<file path="src/rtl/plru_multiset.sv">
// ---------------------------------------------------------------------------
// plru_multiset
//   Tree pseudo-LRU replacement controller, one tree and one valid bitmap
//   per set. Invalid ways are filled (lowest index first) before the tree
//   is consulted for an eviction victim.
//
// Parameters
//   WAYS  associativity, power of two, >= 2
//   SETS  number of sets, >= 1
//
// Ports
//   clk, rst        clock, synchronous active-high reset
//   access_valid    hit: make access_way MRU in access_set
//   access_set/way  hit location
//   victim_req      miss: allocate a way in victim_set
//   victim_set      miss set index
//   flush_valid     invalidate flush_set (tree and valid bits cleared)
//   flush_set       set to invalidate
//   victim_valid    one-cycle pulse, victim_way/victim_err valid
//   victim_way      allocated way (0 on error)
//   victim_err      victim_set was out of range
//   set_full        combinational: all ways of victim_set are valid
//
// Handshake: victim_req sampled at edge N produces exactly one cycle of
// victim_valid after that edge, with the state update committed at the same
// edge. There is no backpressure; the consumer must take the pulse.
// ---------------------------------------------------------------------------
module plru_multiset #(
    parameter  int WAYS  = 16,
    parameter  int SETS  = 4,
    localparam int WAY_W = $clog2(WAYS),
    localparam int SET_W = (SETS > 1) ? $clog2(SETS) : 1
) (
    input  logic             clk,
    input  logic             rst,
    input  logic             access_valid,
    input  logic [SET_W-1:0] access_set,
    input  logic [WAY_W-1:0] access_way,
    input  logic             victim_req,
    input  logic [SET_W-1:0] victim_set,
    input  logic             flush_valid,
    input  logic [SET_W-1:0] flush_set,
    output logic             victim_valid,
    output logic [WAY_W-1:0] victim_way,
    output logic             victim_err,
    output logic             set_full
);

    // Node n has children 2n+1 (left) and 2n+2 (right); a 0 bit means the
    // LRU side is the left subtree.
    logic [WAYS-2:0]  r_tree  [SETS];
    logic [WAYS-1:0]  r_valid [SETS];

    logic             r_victim_valid;
    logic [WAY_W-1:0] r_victim_way;
    logic             r_victim_err;

    logic             w_vic_in_range;
    logic [WAYS-2:0]  w_vic_tree;
    logic [WAYS-1:0]  w_vic_valid_raw;
    logic [WAYS-1:0]  w_vic_valid;
    logic [WAY_W-1:0] w_vic_way;

    logic [WAYS-2:0]  w_tree_nxt  [SETS];
    logic [WAYS-1:0]  w_valid_nxt [SETS];

    // Point every node on the root-to-leaf path away from way.
    function automatic logic [WAYS-2:0] f_touch(input logic [WAYS-2:0] t,
                                                input logic [WAY_W-1:0] way);
        logic [WAYS-2:0] res;
        int              node;
        logic            dir;
        res  = t;
        node = 0;
        for (int l = 0; l < WAY_W; l++) begin
            dir       = way[WAY_W-1-l];
            res[node] = ~dir;
            node      = 2 * node + 1 + int'(dir);
        end
        return res;
    endfunction

    // Follow the node bits from the root; the leaf reached is the LRU way.
    function automatic logic [WAY_W-1:0] f_walk(input logic [WAYS-2:0] t);
        logic [WAY_W-1:0] way;
        int               node;
        logic             dir;
        way  = '0;
        node = 0;
        for (int l = 0; l < WAY_W; l++) begin
            dir             = t[node];
            way[WAY_W-1-l]  = dir;
            node            = 2 * node + 1 + int'(dir);
        end
        return way;
    endfunction

    function automatic logic [WAY_W-1:0] f_first_invalid(input logic [WAYS-1:0] v);
        logic [WAY_W-1:0] way;
        way = '0;
        for (int i = WAYS - 1; i >= 0; i--) begin
            if (!v[i]) way = WAY_W'(i);
        end
        return way;
    endfunction

    // Victim selection from the pre-cycle state of victim_set. Indexing is
    // done by comparison so an out-of-range index never reads the arrays.
    always_comb begin
        w_vic_in_range  = 1'b0;
        w_vic_tree      = '0;
        w_vic_valid_raw = '0;
        for (int s = 0; s < SETS; s++) begin
            if (victim_set == SET_W'(s)) begin
                w_vic_in_range  = 1'b1;
                w_vic_tree      = r_tree[s];
                w_vic_valid_raw = r_valid[s];
            end
        end
        // A same-cycle flush of the same set wins: allocate as if empty.
        w_vic_valid = w_vic_valid_raw;
        if (flush_valid && (flush_set == victim_set)) begin
            w_vic_tree  = '0;
            w_vic_valid = '0;
        end
        if (&w_vic_valid) w_vic_way = f_walk(w_vic_tree);
        else              w_vic_way = f_first_invalid(w_vic_valid);
    end

    assign set_full = w_vic_in_range && (&w_vic_valid_raw);

    // Per-set next state: flush beats hit; the victim touch is applied last
    // so it overrides any path nodes shared with a same-cycle hit.
    always_comb begin
        for (int s = 0; s < SETS; s++) begin
            w_tree_nxt[s]  = r_tree[s];
            w_valid_nxt[s] = r_valid[s];
            if (flush_valid && (flush_set == SET_W'(s))) begin
                w_tree_nxt[s]  = '0;
                w_valid_nxt[s] = '0;
            end else if (access_valid && (access_set == SET_W'(s))) begin
                w_tree_nxt[s] = f_touch(w_tree_nxt[s], access_way);
            end
            if (victim_req && (victim_set == SET_W'(s))) begin
                w_tree_nxt[s]             = f_touch(w_tree_nxt[s], w_vic_way);
                w_valid_nxt[s][w_vic_way] = 1'b1;
            end
        end
    end

    always_ff @(posedge clk) begin
        if (rst) begin
            for (int s = 0; s < SETS; s++) begin
                r_tree[s]  <= '0;
                r_valid[s] <= '0;
            end
            r_victim_valid <= 1'b0;
            r_victim_way   <= '0;
            r_victim_err   <= 1'b0;
        end else begin
            for (int s = 0; s < SETS; s++) begin
                r_tree[s]  <= w_tree_nxt[s];
                r_valid[s] <= w_valid_nxt[s];
            end
            r_victim_valid <= victim_req;
            r_victim_err   <= victim_req && !w_vic_in_range;
            r_victim_way   <= (victim_req && w_vic_in_range) ? w_vic_way : '0;
        end
    end

    assign victim_valid = r_victim_valid;
    assign victim_way   = r_victim_way;
    assign victim_err   = r_victim_err;

endmodule

</file>
<file path="config.mk">
export PLATFORM = sky130hd
export DESIGN_NAME = plru_multiset
export DESIGN_NICKNAME = d
export VERILOG_FILES = /design/src/rtl/plru_multiset.sv
export SDC_FILE = /design/constraint.sdc
export NUM_CORES = 1
export LEC_CHECK = 0
export CAP_MARGIN = 10
export CORE_MARGIN = 2
export CORE_UTILIZATION = 40
export DETAILED_ROUTE_END_ITERATION = 10
export PLACE_DENSITY_LB_ADDON = 0.05
export SYNTH_ARGS = -nofsm -noshare
export SYNTH_HDL_FRONTEND = slang
export SYNTH_SLANG_ARGS = --single-unit
</file>
<file path="constraint.sdc">
create_clock -name clk -period 13.5 [get_ports clk]
set_clock_uncertainty 0.05 [all_clocks]
set_input_delay 2.7 -clock clk [delete_from_list [all_inputs] [get_ports clk]]
set_output_delay 2.7 -clock clk [all_outputs]
set_load 0.02 [all_outputs]
</file>
==> results.md, run 1 <==
Status:
- The flow ran to the end, and the final reports show no timing, DRC or antenna violations.

Yosys:
- The count of flip-flops with a built-in enable after synthesis is 0.
- In this run, synthesis produced a sequential element count of 130.
- The multiplexer share of the synthesized area is 0.147.
- A synthesized cell averages roughly 8.6 sq um.
- The compound-gate portion of the synthesized area was 0.234.
- The post-synthesis cell type count is 73.
- Synthesis produced a netlist with a net count of 934.
- The adder-cell area share of the yosys netlist is 0.0274.
- The main combinational cell family by area after synthesis is compound AO/OA/AOI/OAI gates.
- The Yosys step of the flow raised 0 warnings.
- Of the total synthesized cell area, the portion taken by XOR and XNOR cells is 0.00901.
- For this run, the leading register cell type out of synthesis is sky130_fd_sc_hd__dfxtp_1.
- Of the total synthesized cell area, the portion taken by AND, OR, NAND and NOR gates is 0.195.
- In the synthesized netlist the async set-or-reset flop fraction comes to 0.
- In this run the cell area of the synthesized design comes to ~0.0078 sq mm.
- The sequential cell area fraction in the yosys report is 0.335.
- Synthesis handed over a netlist of approximately 900 instances.

Cells and area:
- The most common cell after layout, fill and taps aside is sky130_fd_sc_hd__dfxtp_1.
- The area added between synthesis and finish is 11.3%.
- The count of antenna diodes in the layout is 0.
- The finished layout holds between 1k and 1.5k standard cells, fillers aside.
- The share of final-layout standard cells stronger than drive strength 1 is 0.137.
- The total number of nets in the final design is 919.
- The footprint of the flip-flops and latches is 0.00260 sq mm.
- The multi-input logic area is 0.00478 sq mm.
- In the layout the commonest cells are 130 x sky130_fd_sc_hd__dfxtp_1, 115 x sky130_fd_sc_hd__nand2_1, 77 x sky130_fd_sc_hd__nor2_1.
- The filler cell count is 1,864.

Placed design:
- During placement, the flow inserted port buffers numbering 21.
- After detailed placement, the design holds a cell count of 1,127.
- The wire-length estimate of the detail-placed layout is just under 20,000 um.
- The congestion estimate from routability-driven global placement came to between 0.9 and 1.

GRT:
- The initial antenna violation count is 0.
- The via count of the first global-routing pass came to 7,192.
- In the global route stage, overall resource usage came out at 0.285.
- The pin count of the biggest net entering global routing is 45.
- The first global-routing pass estimated 43,700 um of wire.
- The total congestion overflow is 0.

Routing:
- The ratio of routed vias to standard cells is 6.32.
- The number of design rule violations left after detail routing is 0.
- The count of nets left with antenna violations once routing finished came out at 0.
- The number of search-and-repair iterations in the first detailed-routing pass is 5.
- The total routed wirelength is 28,400 um.
- The routed layout has 7,331 vias.
- The initial DRC count is ~810.
- In the final routed layout, each cell accounts on average for 24.5 um.

Clock tree:
- The later pin in the worst-skew pair is clocked with a latency of 0.43 ns.
- The count of cells resized by post-cts repair is 0.
- The count of H-tree levels built during CTS is 4.
- Clock-pin slew was measured on the worst setup and hold paths at 0.06 ns.
- The number of clock buffers added by TritonCTS is 17.
- No sink is reached through more buffers than the 2 on the longest clock path.
- Clock tree synthesis found a total of 130 sinks.
- The number of hold buffers added after CTS was 0.
- The post-CTS repair timing setup buffer count is 0.
- TritonCTS built the clock tree.
- CTS placed an instance of sky130_fd_sc_hd__clkbuf_16 at the clock tree root.

Timing:
- The final hold violation count came to 0.
- The fmax is 0.124 GHz.
- Measured against its own limit, the worst slew margin works out to 0.266.
- At the pin with the least slew margin, the transition time is about 1.1 ns.
- The final-report setup violation count is 0.
- The clock period could shrink to 8.07 ns.
- The final setup TNS is 0 ns.
- The final count of pins violating max slew is 0.
- The share of the clock period used by the worst path is 0.598.
- Setup repair after global routing left no endpoint under its margin.

Critical path:
- The worst-path maximum fanout is 41.
- STA puts the critical path data arrival time at 5.32 ns.
- The critical path's largest stage delay is 0.63 ns.
- The signal on the critical path passes through buf_2, buf_4, mux4_2, nand4_1, nor4_2, and2_1, clkdlybuf4s50_1.
- The worst setup path is launched from an input port.
- The critical path data required time is 10.75 ns.
- The type of the setup path with the least slack is in -> out.
- The slowest cell on the critical path is sky130_fd_sc_hd__buf_4.
- The worst setup path is captured at an output port.

Floorplanning:
- The total core area is 0.0189 sq mm.
- The floorplan step defined a die boundary enclosing around 0.021 sq mm.
- The horizontal die dimension is 143 um.
- The floorplan die height is roughly 140 um.
- In this run the count of I/O pins placed on the die edge is 22.
- The initial utilization of the core area, before any placement, comes to 0.412.
- Row generation in the floorplan step produced 50 rows.

Power and ir drop:
- The peak ir drop on the vdd network is between 0.00007 and 0.00008 V.
- The clock share of power is 0.465.
- The cell internal power dissipation is 0.000672 W.
- The net switching power figure is 0.000279 W.
- The combinational share of power is 0.121.
- The total power divided by cell area is 110 mW/mm^2.
- The sequential cell fraction of total power is 0.414.
- The analysis attributes to cell leakage a power of about 3.0 nW.
- The switching share of total power is 0.294.
- The total power draw is 0.000951 W.

Hold path:
- In this run the worst hold path is classified as reg -> reg.

Run:
- The number of max-cap violations is 0.
[power groups by stage]
stage,Combinational (W),Sequential (W),Clock [W]
after CTS,0.000113,0.000393,0.000446
final,0.000115,0.000394,0.000442
after global placement,0.000111,0.000401,0
after floorplan,0.0000763,0.000401,0
after global routing,0.000123,0.000394,0.000465
after detailed placement,0.000113,0.000402,0
[area by class of cell]
class,count,area share
clock inverters,14,0.0134
clock buffers,18,0.0508
flip-flops and latches,130,0.301
repair buffers,39,0.0396
well taps,260,0.0376
multi-input cells,686,0.552
inverters,13,0.00564
[Yosys cell counts (all sizes together) (8+ instances only)]
cell type	count	area share
a211oi	9	0.010
a21oi	67	0.044
a22o	36	0.041
a31oi	17	0.014
and3	8	0.0071
buf	29	0.026
clkbuf	44	0.021
dfxtp	130	0.33
ha	17	0.027
inv	12	0.0058
mux2	8	0.012
mux2i	33	0.042
mux4	32	0.093
nand2	115	0.056
nand3	53	0.034
nor2	79	0.038
nor3	16	0.010
nor4	9	0.010
o211ai	35	0.034
o21ai	42	0.028
o31ai	8	0.0097
or3	8	0.0071
[cell families after synthesis]
family / Yosys count
adders and majority gates: 17
and+or+nand+nor: 323
muxes: 73
xor gates and xnor gates: 8
other: 1
AOI/OAI and AO/OA: 264
buffers and inverters: 86
DFF: 130
[registers in the layout, summed over array words and instances, names as in the netlist]
register and count:
r_tree 60, victim_valid 1, victim_err 1, victim_way 4, r_valid 64
[metrics by stage]
step | setup WS, ns | util | hold slack [ns] | cell area (sq um)
after floorplan | 6.55 | - | 0.370 | 7780
after global placement | 5.46 | 0.428 | 0.388 | 8080
after detailed placement | 5.43 | 0.428 | 0.394 | 8080
after CTS | 5.42 | 0.457 | 0.404 | 8640
after global routing | 5.28 | 0.458 | 0.421 | 8650
final | 5.43 | 0.458 | 0.404 | 8650
[critical path: cells and delay by family]
kind                   cells  cell delay (ns)
buffers and inverters      3             1.30
muxes                      1             0.40
and+or+nand+nor            3             0.88
[metal layers]
| metal | vias to the layer above | share of wire | GRT usage |
|---|---|---|---|
| met5 | - | 0 | 0 |
| met4 | 0 | 0.028 | 0.107 |
| met3 | 56 | 0.073 | 0.0506 |
| met2 | 327 | 0.46 | 0.453 |
| met1 | 3621 | 0.44 | 0.388 |
| li1 | 3327 | - | - |
[final timing paths]
kind                                    start       endpoint  slack (ns)  cells past startpoint
worst max-delay path            victim_set[0]       set_full        5.43                      7
worst min-delay path            r_valid[1][1]  r_valid[1][1]        0.40                      2
worst max register to register   r_tree[3][0]   r_tree[2][1]        8.87                      9
worst min register to register  r_valid[1][1]  r_valid[1][1]        0.40                      2
Note: power is estimated with default switching activity, not from simulation.
==> inputs of run 2 (changes only) <==
Clock period 13.5 ns to 6.6 ns, I/O delays scaled along.
==> results.md, run 2 (same netlist as run 1, synthesis figures left out) <==
Clock tree:
- The clock latency on the worst-skew pair is 0.43 ns (about the same).
- The number of clock buffers inserted by TritonCTS is 17 (unchanged).
- The count of H-tree levels built during CTS is 4 (unchanged).
- The clock slew seen by the registers of the worst setup and hold paths was 0.06 ns (about the same).
- The buffer levels on the longest clock path is 2 (unchanged).
- The count of cells resized by post-cts repair came to 0 (unchanged).
- The clock sink count is 130 (unchanged).
- The count of hold buffers inserted by post-cts repair is 0 (unchanged).
- The post-CTS repair timing setup buffer count came to 0 (unchanged).
- The clock tree from TritonCTS is yes (unchanged).
- The clock root buffer master was sky130_fd_sc_hd__clkbuf_16 (unchanged).

Routing:
- The total via count after detailed routing is 7,323 (was 7,331).
- The number of search-and-repair iterations in the first detailed-routing pass is 5 (unchanged).
- The ratio of routed vias to standard cells is 6.25 (was 6.32).
- The number of design rule violations left after detail routing came to 0 (unchanged).
- The number of routed nets with antenna violations is 0 (unchanged).
- The total routed wirelength is 29,000 um (was 28,400 um).
- The detailed-route wire length per cell is 24.7 um (was 24.5 um).
- The initial DRC count is 710 (was 805).

Power and ir drop:
- The cell internal power dissipation is 0.00141 W (was 0.000672 W).
- The combinational share of power is 0.119 (was 0.121).
- The peak ir drop on the vdd network came to 0.000182 V (was 0.0000774 V).
- The switching share of total power is 0.296 (was 0.294).
- The leakage power total is 3.03 nW (was 2.97 nW).
- The net switching power figure is 0.000592 W (was 0.000279 W).
- The sequential cell fraction of total power is 0.402 (was 0.414).
- The clock share of power came to 0.479 (was 0.465).
- The total power divided by cell area is 229 mW/mm^2 (was 110 mW/mm^2).

Critical path:
- The critical path data required time is 6.90 ns (was 10.75 ns).
- The cell occurring most often along the worst timing path is sky130_fd_sc_hd__nand3_1.
- The type of the setup path with the least slack is in -> reg (was in -> out).
- The cell class contributing the biggest share of worst-path delay is simple AND/OR/NAND/NOR gates (was buffers and inverters).
- The arrival time of data at the critical path endpoint came to 5.87 ns (was 5.32 ns).
- The type of origin of the critical path is an input port (unchanged).
- The worst-path maximum fanout is 35 (was 41).
- The endpoint class of the critical path was a flip-flop (was output port).
- The critical path's largest stage delay is 0.75 ns (was 0.63 ns).
- Critical path cell sequence: buf_2, mux4_2, mux2i_1, o22ai_2, ha_1, or3b_2, o22ai_1, nor4bb_1, a211o_1, nand3_1, nand3_1, buf_4, o21ai_0 (was buf_2, buf_4, mux4_2, nand4_1, nor4_2, and2_1, clkdlybuf4s50_1).
- The slowest cell on the critical path is sky130_fd_sc_hd__buf_2 (was sky130_fd_sc_hd__buf_4).
- The worst path buffer plus inverter count is 2 (was 3).

GRT:
- The initial antenna violation count is 0 (unchanged).
- The met1 usage is 0.395 (was 0.388).
- The total congestion overflow is 0 (unchanged).
- The via count of the first global-routing pass came to 7,392 (was 7,192).
- The met3 global-route usage is 0.0583 (was 0.0506).
- The global routing's busiest layer is met2 (unchanged).
- The all-layer global routing usage is 0.291 (was 0.285).
- The wire length of the first global-routing pass is 44,400 um (was 43,700 um).
- The met2 layer usage reported by global route is 0.462 (was 0.453).
- The pin count of the biggest net entering global routing is 40 (was 45).

Timing:
- Timing would allow up to 0.180 GHz.
- The final count of pins violating max slew is 0 (unchanged).
- The transition at the pin with the smallest max-transition slack is 1.14 ns (was 1.10 ns).
- The final setup TNS is 0 ns (unchanged).
- The final hold violation count was 0 (unchanged).
- The relative slew slack is 0.236 (was 0.266).
- The share of the clock period used by the worst path is 0.844.
- RSZ-0062 raised after global routing: false (unchanged).
- The final-report setup violation count came to 0 (unchanged).
- The time the final worst path needs with I/O delays and setup is 5.57 ns.

Cells and area:
- Commonest non-fill, non-tap cells in the layout: 130 x sky130_fd_sc_hd__dfxtp_1, 115 x sky130_fd_sc_hd__nand2_1, 77 x sky130_fd_sc_hd__nor2_1 (unchanged).
- The register containing the most flip-flops in the final layout is r_valid (unchanged).
- The filler cell count was 1,899 (was 1,864).
- The share of final-layout standard cells stronger than drive strength 1 is 0.147 (was 0.137).
- The flip-flop count of the largest register after layout came to 64 (unchanged).
- The most common cell after layout, fill and taps aside is sky130_fd_sc_hd__dfxtp_1 (unchanged).
- The total number of nets in the final design was 930 (was 919).
- The count of antenna diodes in the layout was 0 (unchanged).
- The area added between synthesis and finish came to 12.7% (was 11.3%).
- The number of cells in the finished layout apart from fillers is 1,171 (was 1,160).

Floorplanning:
- The floorplan die height is 143 um (unchanged).
- The top-level port count is 22 (unchanged).
- The effective utilization at floorplan came to 0.412 (unchanged).
- The total core area is 0.0189 sq mm (unchanged).
- The number of cell rows is 50 (unchanged).
- The horizontal die dimension came to 143 um (unchanged).
- The area of the die is 0.0206 sq mm (unchanged).

Status:
- Outcome: finished clean (unchanged).

Placed design:
- The final weighted congestion of routability-driven global placement came to 0.957 (was 0.916).
- The final HPWL from detailed placement was 20,300 um (was 19,400 um).
- The number of port buffers is 21 (unchanged).
- The cell count after placement is 1,139 (was 1,127).

Hold path:
- The worst min-delay path category is reg -> reg (unchanged).

Run:
- The number of max-cap violations is 0 (unchanged).
[run 2: routing by layer]
metal	up-vias	share of wire
met5	-	0
met4	0	0.025
met3	55	0.076
met2	332	0.46
met1	3587	0.44
li1	3349	-
[run 2: area by class of cell]
class | instances | area, sq um | share of cell area
Timing Repair Buffer | 50 | 418 | 0.0477
Inverter | 13 | 48.8 | 0.00557
Tap cell | 260 | 325 | 0.0371
Multi-Input combinational cell | 686 | 4780 | 0.545
Sequential cell | 130 | 2600 | 0.297
Clock inverter | 15 | 163 | 0.0186
Clock buffer | 17 | 425 | 0.0486
[run 2: path summary, 6_finish.rpt]
kind                      start             to  slack [ns]  cells after the start
setup / recovery  victim_set[1]  r_valid[3][4]        1.03                     13
hold / removal    r_valid[3][5]  r_valid[3][5]        0.40                      2
setup reg to reg   r_tree[2][1]  r_valid[3][4]        2.31                     12
hold reg to reg   r_valid[3][5]  r_valid[3][5]        0.40                      2
[run 2: power by group through the flow]
stage               logic (W)  clock network (W)  registers (W)
floorplan            0.000156                  0       0.000820
global placement     0.000232                  0       0.000821
detailed placement   0.000234                  0       0.000822
CTS                  0.000235           0.000966       0.000804
global route         0.000255            0.00101       0.000805
finish               0.000238           0.000960       0.000804
[run 2: metrics by stage]
step	total power [W]	utilization	worst slack, ns	cell area (sq um)	hold WS [ns]
after floorplan	0.000976	-	1.64	7780	0.370
after global placement	0.00105	0.433	0.636	8170	0.382
after detailed placement	0.00106	0.433	0.675	8170	0.390
after CTS	0.00200	0.464	1.08	8760	0.401
after global routing	0.00207	0.464	0.774	8760	0.438
final	0.00200	0.464	1.03	8760	0.404
[run 2: worst min-delay path, stage by stage (launching register included)]
cell and delay [ns]:
sky130_fd_sc_hd__dfxtp_1 0.32, sky130_fd_sc_hd__nand2_1 0.04, sky130_fd_sc_hd__o21ai_0 0.06
==> inputs of run 3 (changes only) <==
Clock period 6.6 ns to 4.75 ns, I/O delays scaled along.
==> results.md, run 3 (same netlist as run 1, synthesis figures left out) <==
Cells and area:
- The most common cell after layout, fill and taps aside is sky130_fd_sc_hd__dfxtp_1 (unchanged).
- The flip-flop count of the largest register after layout is 64 (unchanged).
- The filler cell count is 1,855 (was 1,899).
- The number of cells in the finished layout apart from fillers is 1,209 (was 1,171).
- Commonest non-fill, non-tap cells in the layout: 130 x sky130_fd_sc_hd__dfxtp_1, 115 x sky130_fd_sc_hd__nand2_1, 77 x sky130_fd_sc_hd__nor2_1 (unchanged).
- The register containing the most flip-flops in the final layout was r_valid (unchanged).
- The core occupancy in the finished layout was 0.485 (was 0.464).
- The area added between synthesis and finish was 17.7% (was 12.7%).
- The total number of nets in the final design was 968 (was 930).
- The share of final-layout standard cells stronger than drive strength 1 was 0.181 (was 0.147).
- The count of antenna diodes in the layout came to 0 (unchanged).

Clock tree:
- The clock root buffer master is sky130_fd_sc_hd__clkbuf_16 (unchanged).
- The post-CTS repair timing setup buffer count is 0 (unchanged).
- The number of clock buffers inserted by TritonCTS came to 17 (unchanged).
- The clock sink count is 130 (unchanged).
- The count of hold buffers inserted by post-cts repair is 0 (unchanged).
- The count of H-tree levels built during CTS is 4 (unchanged).
- The clock slew seen by the registers of the worst setup and hold paths is 0.07 ns (was 0.06 ns).
- The count of cells resized by post-cts repair is 0 (unchanged).
- The clock tree from TritonCTS was yes (unchanged).
- The clock latency on the worst-skew pair came to 0.44 ns (was 0.43 ns).
- The buffer levels on the longest clock path is 2 (unchanged).

Timing:
- The final hold violation count was 0 (unchanged).
- The final-layout worst hold slack is 0.406 ns (was 0.404 ns).
- RSZ-0062 raised after global routing: false (unchanged).
- The final setup TNS is 0 ns (unchanged).
- The final-report setup violation count is 0 (unchanged).
- The final count of pins violating max slew is 0 (unchanged).
- The transition at the pin with the smallest max-transition slack is 0.954 ns (was 1.14 ns).
- The relative slew slack is 0.362 (was 0.236).
- Derived from the worst setup path, the maximum achievable clock frequency is 0.224 GHz.
- The time the final worst path needs with I/O delays and setup is 4.46 ns.
- The share of the clock period used by the worst path is 0.940.

GRT:
- The pin count of the biggest net entering global routing is 38 (was 40).
- The initial antenna violation count is 0 (unchanged).
- The via count of the first global-routing pass came to 7,477 (was 7,392).
- The total congestion overflow is 0 (unchanged).
- The all-layer global routing usage was 0.299 (was 0.291).
- The wire length of the first global-routing pass is 45,300 um (was 44,400 um).

Critical path:
- The type of the setup path with the least slack was in -> out (was in -> reg).
- The type of origin of the critical path is an input port (unchanged).
- The worst path buffer plus inverter count is 4 (was 2).
- The worst reg-to-reg setup slack is 1.06 ns (was 2.31 ns).
- The arrival time of data at the critical path endpoint is 3.46 ns (was 5.87 ns).
- The worst-path maximum fanout is 16 (was 35).
- The endpoint class of the critical path was an output port (was flip-flop).
- The slowest cell on the critical path is sky130_fd_sc_hd__clkdlybuf4s50_1 (was sky130_fd_sc_hd__buf_2).
- The cell occurring most often along the worst timing path was sky130_fd_sc_hd__buf_4 (was sky130_fd_sc_hd__nand3_1).
- The critical path's largest stage delay was 0.61 ns (was 0.75 ns).
- The cell class contributing the biggest share of worst-path delay is buffers and inverters (was simple AND/OR/NAND/NOR gates).
- Critical path cell sequence: buf_2, buf_4, mux4_2, nand4_1, buf_4, nor4_2, and2_1, clkdlybuf4s50_1 (was buf_2, mux4_2, mux2i_1, o22ai_2, ha_1, or3b_2, o22ai_1, nor4bb_1, a211o_1, nand3_1, nand3_1, buf_4, o21ai_0).
- The critical path data required time is 3.75 ns (was 6.90 ns).

Power and ir drop:
- The leakage power total is 3.26 nW (was 3.03 nW).
- The total power divided by cell area is 311 mW/mm^2 (was 229 mW/mm^2).
- The peak ir drop on the vdd network came to 0.000247 V (was 0.000182 V).

Routing:
- The number of routed nets with antenna violations is 0 (unchanged).
- The total via count after detailed routing is 7,670 (was 7,323).
- The initial DRC count was 734 (was 710).
- The total routed wirelength came to 29,900 um (was 29,000 um).
- The detailed-route wire length per cell is 24.8 um (was 24.7 um).
- The number of search-and-repair iterations in the first detailed-routing pass is 5 (unchanged).
- The ratio of routed vias to standard cells is 6.34 (was 6.25).
- The number of design rule violations left after detail routing is 0 (unchanged).

Run:
- The number of max-cap violations is 0 (unchanged).

Floorplanning:
- The effective utilization at floorplan was 0.412 (unchanged).
- The number of cell rows is 50 (unchanged).
- The area of the die is 0.0206 sq mm (unchanged).
- The top-level port count is 22 (unchanged).
- The total core area came to 0.0189 sq mm (unchanged).
- The horizontal die dimension was 143 um (unchanged).
- The floorplan die height was 143 um (unchanged).

Placed design:
- The number of port buffers is 21 (unchanged).
- The cell count after placement came to 1,177 (was 1,139).
- The final HPWL from detailed placement came to 21,400 um (was 20,300 um).
- The final weighted congestion of routability-driven global placement is 0.934 (was 0.957).

Hold path:
- The worst min-delay path category was reg -> reg (unchanged).

Status:
- Outcome: finished clean (unchanged).
-- run 3: cell types whose count changed in the layout (fill, tap and decap cells not counted), sizes merged --
cell,previous run,this run
inv,21,20
clkinvlp,3,2
buf,31,69
clkinv,3,5
-- run 3: worst paths after layout --
kind | start | to | cells past startpoint
worst min register to register | r_valid[3][2] | r_valid[3][2] | 2
worst max-delay path | victim_set[0] | set_full | 8
worst min-delay path | r_valid[3][2] | r_valid[3][2] | 2
worst max register to register | r_tree[3][1] | r_tree[1][3] | 12
-- run 3: per-layer routing --
layer	GRT usage	wire length [um]	vias up
li1	-	-	3429
met1	0.411	13100	3743
met2	0.459	13200	403
met3	0.0563	2360	95
met4	0.131	1240	0
met5	0	0	-
-- run 3: per-stage QoR --
step	power, W	area (sq um)	worst slack (ns)
2_1_floorplan	0.00136	7780	0.161
3_3_place_gp	0.00149	8550	0.151
3_5_place_dp	0.00149	8550	0.0979
4_1_cts	0.00286	9160	0.270
5_1_grt	0.00294	9160	0.147
6_report	0.00285	9160	0.285
-- run 3: cell type report --
class | count | area (sq um) | share of cell area
clock buffer | 17 | 425 | 0.0465
inverter | 13 | 48.8 | 0.00533
multi-input combinational | 686 | 4780 | 0.522
timing repair buffer | 88 | 791 | 0.0864
sequential | 130 | 2600 | 0.284
tap | 260 | 325 | 0.0355
clock inverter | 15 | 185 | 0.0202
-- run 3: worst min-delay path, delay by kind of cell (launching register included) --
| kind | cells | cell delay (ns) |
|---|---|---|
| and+or+nand+nor | 1 | 0.05 |
| AOI/OAI and AO/OA | 1 | 0.05 |
| DFF | 1 | 0.31 |
-- run 3: power breakdown --
| part | internal, W | switching [W] |
|---|---|---|
| clock network | 0.000756 | 0.000614 |
| logic | 0.000128 | 0.000232 |
| registers | 0.00111 | 0.0000117 |
| total | 0.00199 | 0.000857 |
